### src/rtl/mult_arbiter.sv
// mult_arbiter: round-robin front end for one shared bit-serial Q5.10 multiplier.
// A granted job is latched. Its weight is then streamed into the multiplier one
// bit per cycle: the magnitude goes first, MSB first, and the sign bit goes last.
// The product from the multiplier is captured and returned with the ID of the
// requester that sent the job.
//
// Handshakes: a transfer happens on any clock edge where valid and ready are
// both high. On the request side, req_ready[g] is a one-cycle combinational
// accept that is asserted only in IDLE. On the response side, rsp_valid stays
// high and rsp_data/rsp_id stay stable until rsp_ready is seen.
module mult_arbiter #(
    parameter int NREQ = 4,
    parameter int IDW  = 2
) (
    input  logic                 clk,
    input  logic                 reset,
    input  logic [NREQ-1:0]      req_valid,
    output logic [NREQ-1:0]      req_ready,
    input  logic [16*NREQ-1:0]   req_neuron,
    input  logic [16*NREQ-1:0]   req_weight,
    output logic [15:0]          mult_neuron,
    output logic                 mult_weight_bit,
    output logic                 mult_enable,
    input  logic [15:0]          mult_out,
    output logic                 rsp_valid,
    input  logic                 rsp_ready,
    output logic [IDW-1:0]       rsp_id,
    output logic [15:0]          rsp_data,
    output logic [15:0]          jobs_done
);

    typedef enum logic [1:0] {
        S_IDLE    = 2'd0,
        S_RUN     = 2'd1,
        S_CAPTURE = 2'd2,
        S_RESP    = 2'd3
    } state_t;

    state_t          state_q, state_d;
    logic [3:0]      bitcnt_q, bitcnt_d;
    logic [IDW-1:0]  last_grant_q, last_grant_d;
    logic [IDW-1:0]  id_q, id_d;
    logic [15:0]     weight_q, weight_d;
    logic [15:0]     neuron_q, neuron_d;
    logic            enable_q, enable_d;
    logic            wbit_q, wbit_d;
    logic            rsp_valid_q, rsp_valid_d;
    logic [15:0]     rsp_data_q, rsp_data_d;
    logic [15:0]     jobs_done_q, jobs_done_d;

    logic [15:0]     neuron_arr [NREQ];
    logic [15:0]     weight_arr [NREQ];
    logic            grant_found;
    logic [IDW-1:0]  grant_idx;
    logic [IDW:0]    cand_sum;
    logic            grant;

    // Unpack the flat operand buses into one word per requester.
    for (genvar gi = 0; gi < NREQ; gi++) begin : g_unpack
        assign neuron_arr[gi] = req_neuron[16*gi +: 16];
        assign weight_arr[gi] = req_weight[16*gi +: 16];
    end

    // Bit of the weight word sent at stream position c: the magnitude goes
    // MSB first (w[14] at c=0 down to w[0] at c=14), and the sign goes at c=15.
    function automatic logic weight_bit_at(input logic [15:0] w, input logic [3:0] c);
        logic [3:0] idx;
        idx = 4'd14 - c;
        return (c == 4'd15) ? w[15] : w[idx];
    endfunction

    // Round-robin scan: start just after the last grant and wrap modulo NREQ.
    always_comb begin
        grant_found = 1'b0;
        grant_idx   = '0;
        cand_sum    = '0;
        for (int i = 0; i < NREQ; i++) begin
            cand_sum = {1'b0, last_grant_q} + (IDW+1)'(1) + (IDW+1)'(i);
            if (cand_sum >= (IDW+1)'(NREQ)) begin
                cand_sum = cand_sum - (IDW+1)'(NREQ);
            end
            if (!grant_found && req_valid[cand_sum[IDW-1:0]]) begin
                grant_found = 1'b1;
                grant_idx   = cand_sum[IDW-1:0];
            end
        end
    end

    // A grant is possible only while idle; the accept pulse is combinational.
    always_comb begin
        grant     = (state_q == S_IDLE) && grant_found;
        req_ready = grant ? (NREQ'(1) << grant_idx) : '0;
    end

    // Next-state and next-output logic. Enable and the weight bit are
    // registered, so they describe the cycle that follows.
    always_comb begin
        state_d      = state_q;
        bitcnt_d     = bitcnt_q;
        last_grant_d = last_grant_q;
        id_d         = id_q;
        weight_d     = weight_q;
        neuron_d     = neuron_q;
        enable_d     = 1'b0;
        wbit_d       = 1'b0;
        rsp_valid_d  = rsp_valid_q;
        rsp_data_d   = rsp_data_q;
        jobs_done_d  = jobs_done_q;
        case (state_q)
            S_IDLE: begin
                if (grant) begin
                    state_d      = S_RUN;
                    bitcnt_d     = 4'd0;
                    neuron_d     = neuron_arr[grant_idx];
                    weight_d     = weight_arr[grant_idx];
                    id_d         = grant_idx;
                    last_grant_d = grant_idx;
                    enable_d     = 1'b1;
                    wbit_d       = weight_bit_at(weight_arr[grant_idx], 4'd0);
                end
            end
            S_RUN: begin
                if (bitcnt_q == 4'd15) begin
                    state_d  = S_CAPTURE;
                    bitcnt_d = 4'd0;
                end else begin
                    bitcnt_d = bitcnt_q + 4'd1;
                    enable_d = 1'b1;
                    wbit_d   = weight_bit_at(weight_q, bitcnt_q + 4'd1);
                end
            end
            S_CAPTURE: begin
                rsp_data_d  = mult_out;
                rsp_valid_d = 1'b1;
                state_d     = S_RESP;
            end
            S_RESP: begin
                if (rsp_valid_q && rsp_ready) begin
                    rsp_valid_d = 1'b0;
                    jobs_done_d = jobs_done_q + 16'd1;
                    state_d     = S_IDLE;
                end
            end
            default: begin
                state_d = S_IDLE;
            end
        endcase
    end

    // State and registered outputs, cleared by the synchronous active-low reset.
    always_ff @(posedge clk) begin
        if (!reset) begin
            state_q      <= S_IDLE;
            bitcnt_q     <= 4'd0;
            last_grant_q <= IDW'(NREQ - 1);
            id_q         <= '0;
            weight_q     <= 16'd0;
            neuron_q     <= 16'd0;
            enable_q     <= 1'b0;
            wbit_q       <= 1'b0;
            rsp_valid_q  <= 1'b0;
            rsp_data_q   <= 16'd0;
            jobs_done_q  <= 16'd0;
        end else begin
            state_q      <= state_d;
            bitcnt_q     <= bitcnt_d;
            last_grant_q <= last_grant_d;
            id_q         <= id_d;
            weight_q     <= weight_d;
            neuron_q     <= neuron_d;
            enable_q     <= enable_d;
            wbit_q       <= wbit_d;
            rsp_valid_q  <= rsp_valid_d;
            rsp_data_q   <= rsp_data_d;
            jobs_done_q  <= jobs_done_d;
        end
    end

    assign mult_neuron     = neuron_q;
    assign mult_weight_bit = wbit_q;
    assign mult_enable     = enable_q;
    assign rsp_valid       = rsp_valid_q;
    assign rsp_id          = id_q;
    assign rsp_data        = rsp_data_q;
    assign jobs_done       = jobs_done_q;

endmodule
### config.mk
export PLATFORM = sky130hd
export DESIGN_NAME = mult_arbiter
export DESIGN_NICKNAME = d
export VERILOG_FILES = /design/src/rtl/mult_arbiter.sv
export SDC_FILE = /design/constraint.sdc
export NUM_CORES = 1
export LEC_CHECK = 0
export CAP_MARGIN = 25
export CORE_MARGIN = 2
export CORE_UTILIZATION = 30
export DETAILED_ROUTE_END_ITERATION = 16
export PLACE_DENSITY_LB_ADDON = 0.3
export SLEW_MARGIN = 15
export SYNTH_ARGS = -nofsm -noshare
export SYNTH_HDL_FRONTEND = slang
export SYNTH_SLANG_ARGS = --single-unit
### constraint.sdc
create_clock -name clk -period 4.03 [get_ports clk]
set_clock_uncertainty 0.15 [all_clocks]
set_input_delay 0.403 -clock clk [delete_from_list [all_inputs] [get_ports clk]]
set_output_delay 0.403 -clock clk [all_outputs]
set_load 0.03 [all_outputs]
==> results.ini <==
[clocking]
post_cts_buffers = 0
cts_tree = done
ctsLongestPathBuffers = 2
clockRootBuffer = clkbuf_16
path_clk_slew_ns = 0.06
clock_latency_ns = 0.34
ctsHoldBuffers = 0
cts-resized-gates = 0
htree_levels = 3
cts_buffers = 9
cts.sinks = 77

[finish]
utilization = 0.498
final_cells = 802
n_antenna_cell = 0
nets = 780
final_common_cell = clkdlybuf4s50_1
area_growth_pct = 62.5
fin_area_um2 = 6570
final_cell_mix = 207 x clkdlybuf4s50_1, 86 x mux2i_1, 77 x dfxtp_1, 43 x nor2_1, 20 x nand2_1
drive_gt1_frac = 0.0543

[power]
p_sw_frac = 0.360
cellLeakagePower_nw = 2.65
switchingPower_mw = 1.36
p_int_mw = 2.42
p_comb_frac = 0.453
irDropWorstVdd_v = 0.000363
seq_power_share = 0.302
clock_power_share = 0.245
power_mw = 3.78
p_per_area_nw_per_um2 = 576

[yosys]
synth_xor_area_frac = 0.0325
syn_area_per_cell_um2 = 9.58
synth_top_flop_cell = dfxtp_1
async_flop_share = 0
ys_seq_area_frac = 0.381
synth_edf_count = 0
synth.distinct_cells = 42
synth_compound_area_frac = 0.158
synth_top_family_by_area = multiplexers
syn_area_um2 = 4040
synth_adder_area_share = 0.0248
syn_inst = 422
syn_nets = 581
synth_simple_gate_area_frac = 0.115
synth_warnings = 0
synth.area.mux_share = 0.235
ys_ff_latch = 77

[worst_setup_path]
cp_top_family = buffers and inverters
crit_slowest_cell = clkdlybuf4s50_1
crit_chain = clkdlybuf4s50_1, nor2_1, nand2_1, nand2_1, nor3_1, nor2b_1, clkdlybuf4s50_1
critical_path_required_ns = 3.48
worstPathArrival_ns = 2.61
cp-start-kind = input pin
crit_fanout = 7
slowest_delay_ns = 0.68
worst-path-buf-inv = 2
r2r_end = weight_q[10]
rrSetupSlack_ns = 1.46
cp-end-kind = output pin
crit_type = input pin to output pin
reg2reg_from = last_grant_q[1]
reg2reg_depth = 6

[floorplan]
rows = 42
io_pins = 208
die_h_um = 120
die_area_um2 = 14400
fp.coreArea_um2 = 13200
initial_core_util = 0.306
die_w_um = 120

[place]
dp.cells = 786
post-place-ws_ns = 0.899
port_buffers = 207
place.gp.congestion = 0.825
dp_hpwl_mm = 9.60
placed_cell_area_um2 = 6230

[hold_path]
hold_path_class = flip-flop to flip-flop
hold_path_end = mult_neuron[10]
min_from = mult_neuron[10]
min_path_cells = 1

[sta]
rsz0062_at_grt = false
fmax_ghz = 0.316
hold_viol_final = 0
fin_ws_ns = 0.865
whs_ns = 0.300
fin_crit_ns = 3.16
tightest_slew_ns = 1.03
tns_ns = 0
maxSlewHeadroom = 0.316
fin_crit_sh = 0.785
finalSetupViolCount = 0
slew_violations = 0

[detailed_routing]
drtIter0Drc = 135
ant_nets = 0
drcViolationCount = 0
routed-via-count = 3865
avgViaCountPerCell = 4.82
wl_mm = 12.4
detail_route.wl_per_cell_um = 15.4
dr.pass1.iters = 4

[global_routing]
grt_pass1_vias = 4030
grt-ovfl-total = 0
grt_pass1_wl_mm = 19.6
globalRouteTotalUtil = 0.173
antenna_found_initial = 0
grt_max_degree = 46

[run_status]
outcome = completed

[run]
maxCapViolations = 0

==> kinds of logic after synthesis <==
| logic type | Yosys count |
|---|---|
| muxes | 90 |
| adders and majority gates | 8 |
| AOI/OAI and AO/OA | 96 |
| DFF | 77 |
| xor gates and xnor gates | 15 |
| and+or+nand+nor | 100 |
| buffers and inverters | 36 |
==> layout make-up <==
class	count	area, um^2
clock inverters	6	111
clock buffers	10	229
fillers	1236	6620
well taps	176	220
flip-flops and latches	77	1540
multi-input cells	309	2300
repair buffers	216	2140
inverters	8	30.0
==> per-layer routing <==
metal  vias to the layer above  wire length (um)  track usage
met5                         -                 0            0
met4                         0               194       0.0625
met3                        15               729       0.0466
met2                       124              6380        0.310
met1                      1804              5070        0.197
li1                       1922                 -            -
==> worst max path at each step <==
stage / cells after the start / from / end
6_report: 7 / req_valid[0] / req_ready[0]
5_1_grt: 7 / req_valid[0] / req_ready[0]
4_1_cts: 7 / req_valid[0] / req_ready[0]
3_5_place_dp: 7 / req_valid[0] / req_ready[0]
3_3_place_gp: 7 / req_valid[0] / req_ready[0]
2_1_floorplan: 8 / bitcnt_q[0] / mult_weight_bit
==> power by group through the flow <==
stage / clock network (mW) / logic [mW] / registers, mW
CTS: 0.957 / 1.73 / 1.14
global route: 0.985 / 1.85 / 1.17
detailed placement: 0 / 1.72 / 1.15
finish: 0.925 / 1.71 / 1.14
global placement: 0 / 1.70 / 1.15
floorplan: 0 / 0.908 / 1.36
==> synthesized netlist by cell type (2+ instances only) <==
master | number | area share
buf_6 | 10 | 0.028
ha_1 | 8 | 0.025
mux4_2 | 4 | 0.022
buf_2 | 4 | 0.0050
a21o_1 | 16 | 0.030
nor2_1 | 44 | 0.041
nor3_1 | 3 | 0.0037
a21boi_0 | 2 | 0.0037
nor2b_1 | 2 | 0.0031
and3_1 | 5 | 0.0077
a2bb2oi_1 | 15 | 0.032
a21oi_1 | 12 | 0.015
xor2_1 | 9 | 0.019
o21ai_0 | 7 | 0.0087
nand4_1 | 4 | 0.0062
o221ai_1 | 2 | 0.0043
dfxtp_1 | 77 | 0.38
o21ai_1 | 16 | 0.020
nand2b_1 | 4 | 0.0062
xnor2_1 | 6 | 0.013
o22ai_1 | 17 | 0.026
clkbuf_1 | 13 | 0.012
inv_1 | 7 | 0.0065
or4_1 | 2 | 0.0037
nand2_1 | 20 | 0.019
and2_1 | 2 | 0.0031
mux2i_1 | 86 | 0.21
a21oi_2 | 2 | 0.0043
or3_1 | 4 | 0.0062
nand3_1 | 7 | 0.0087
==> sequential cells by signal, indices dropped and copies added, names as in the netlist <==
signal / count
rsp_id: 2
mult_neuron: 16
mult_weight_bit: 1
last_grant_q: 2
mult_enable: 1
bitcnt_q: 4
jobs_done: 16
state_q: 2
rsp_data: 16
rsp_valid: 1
weight_q: 16
(Power assumes the default switching activity.)
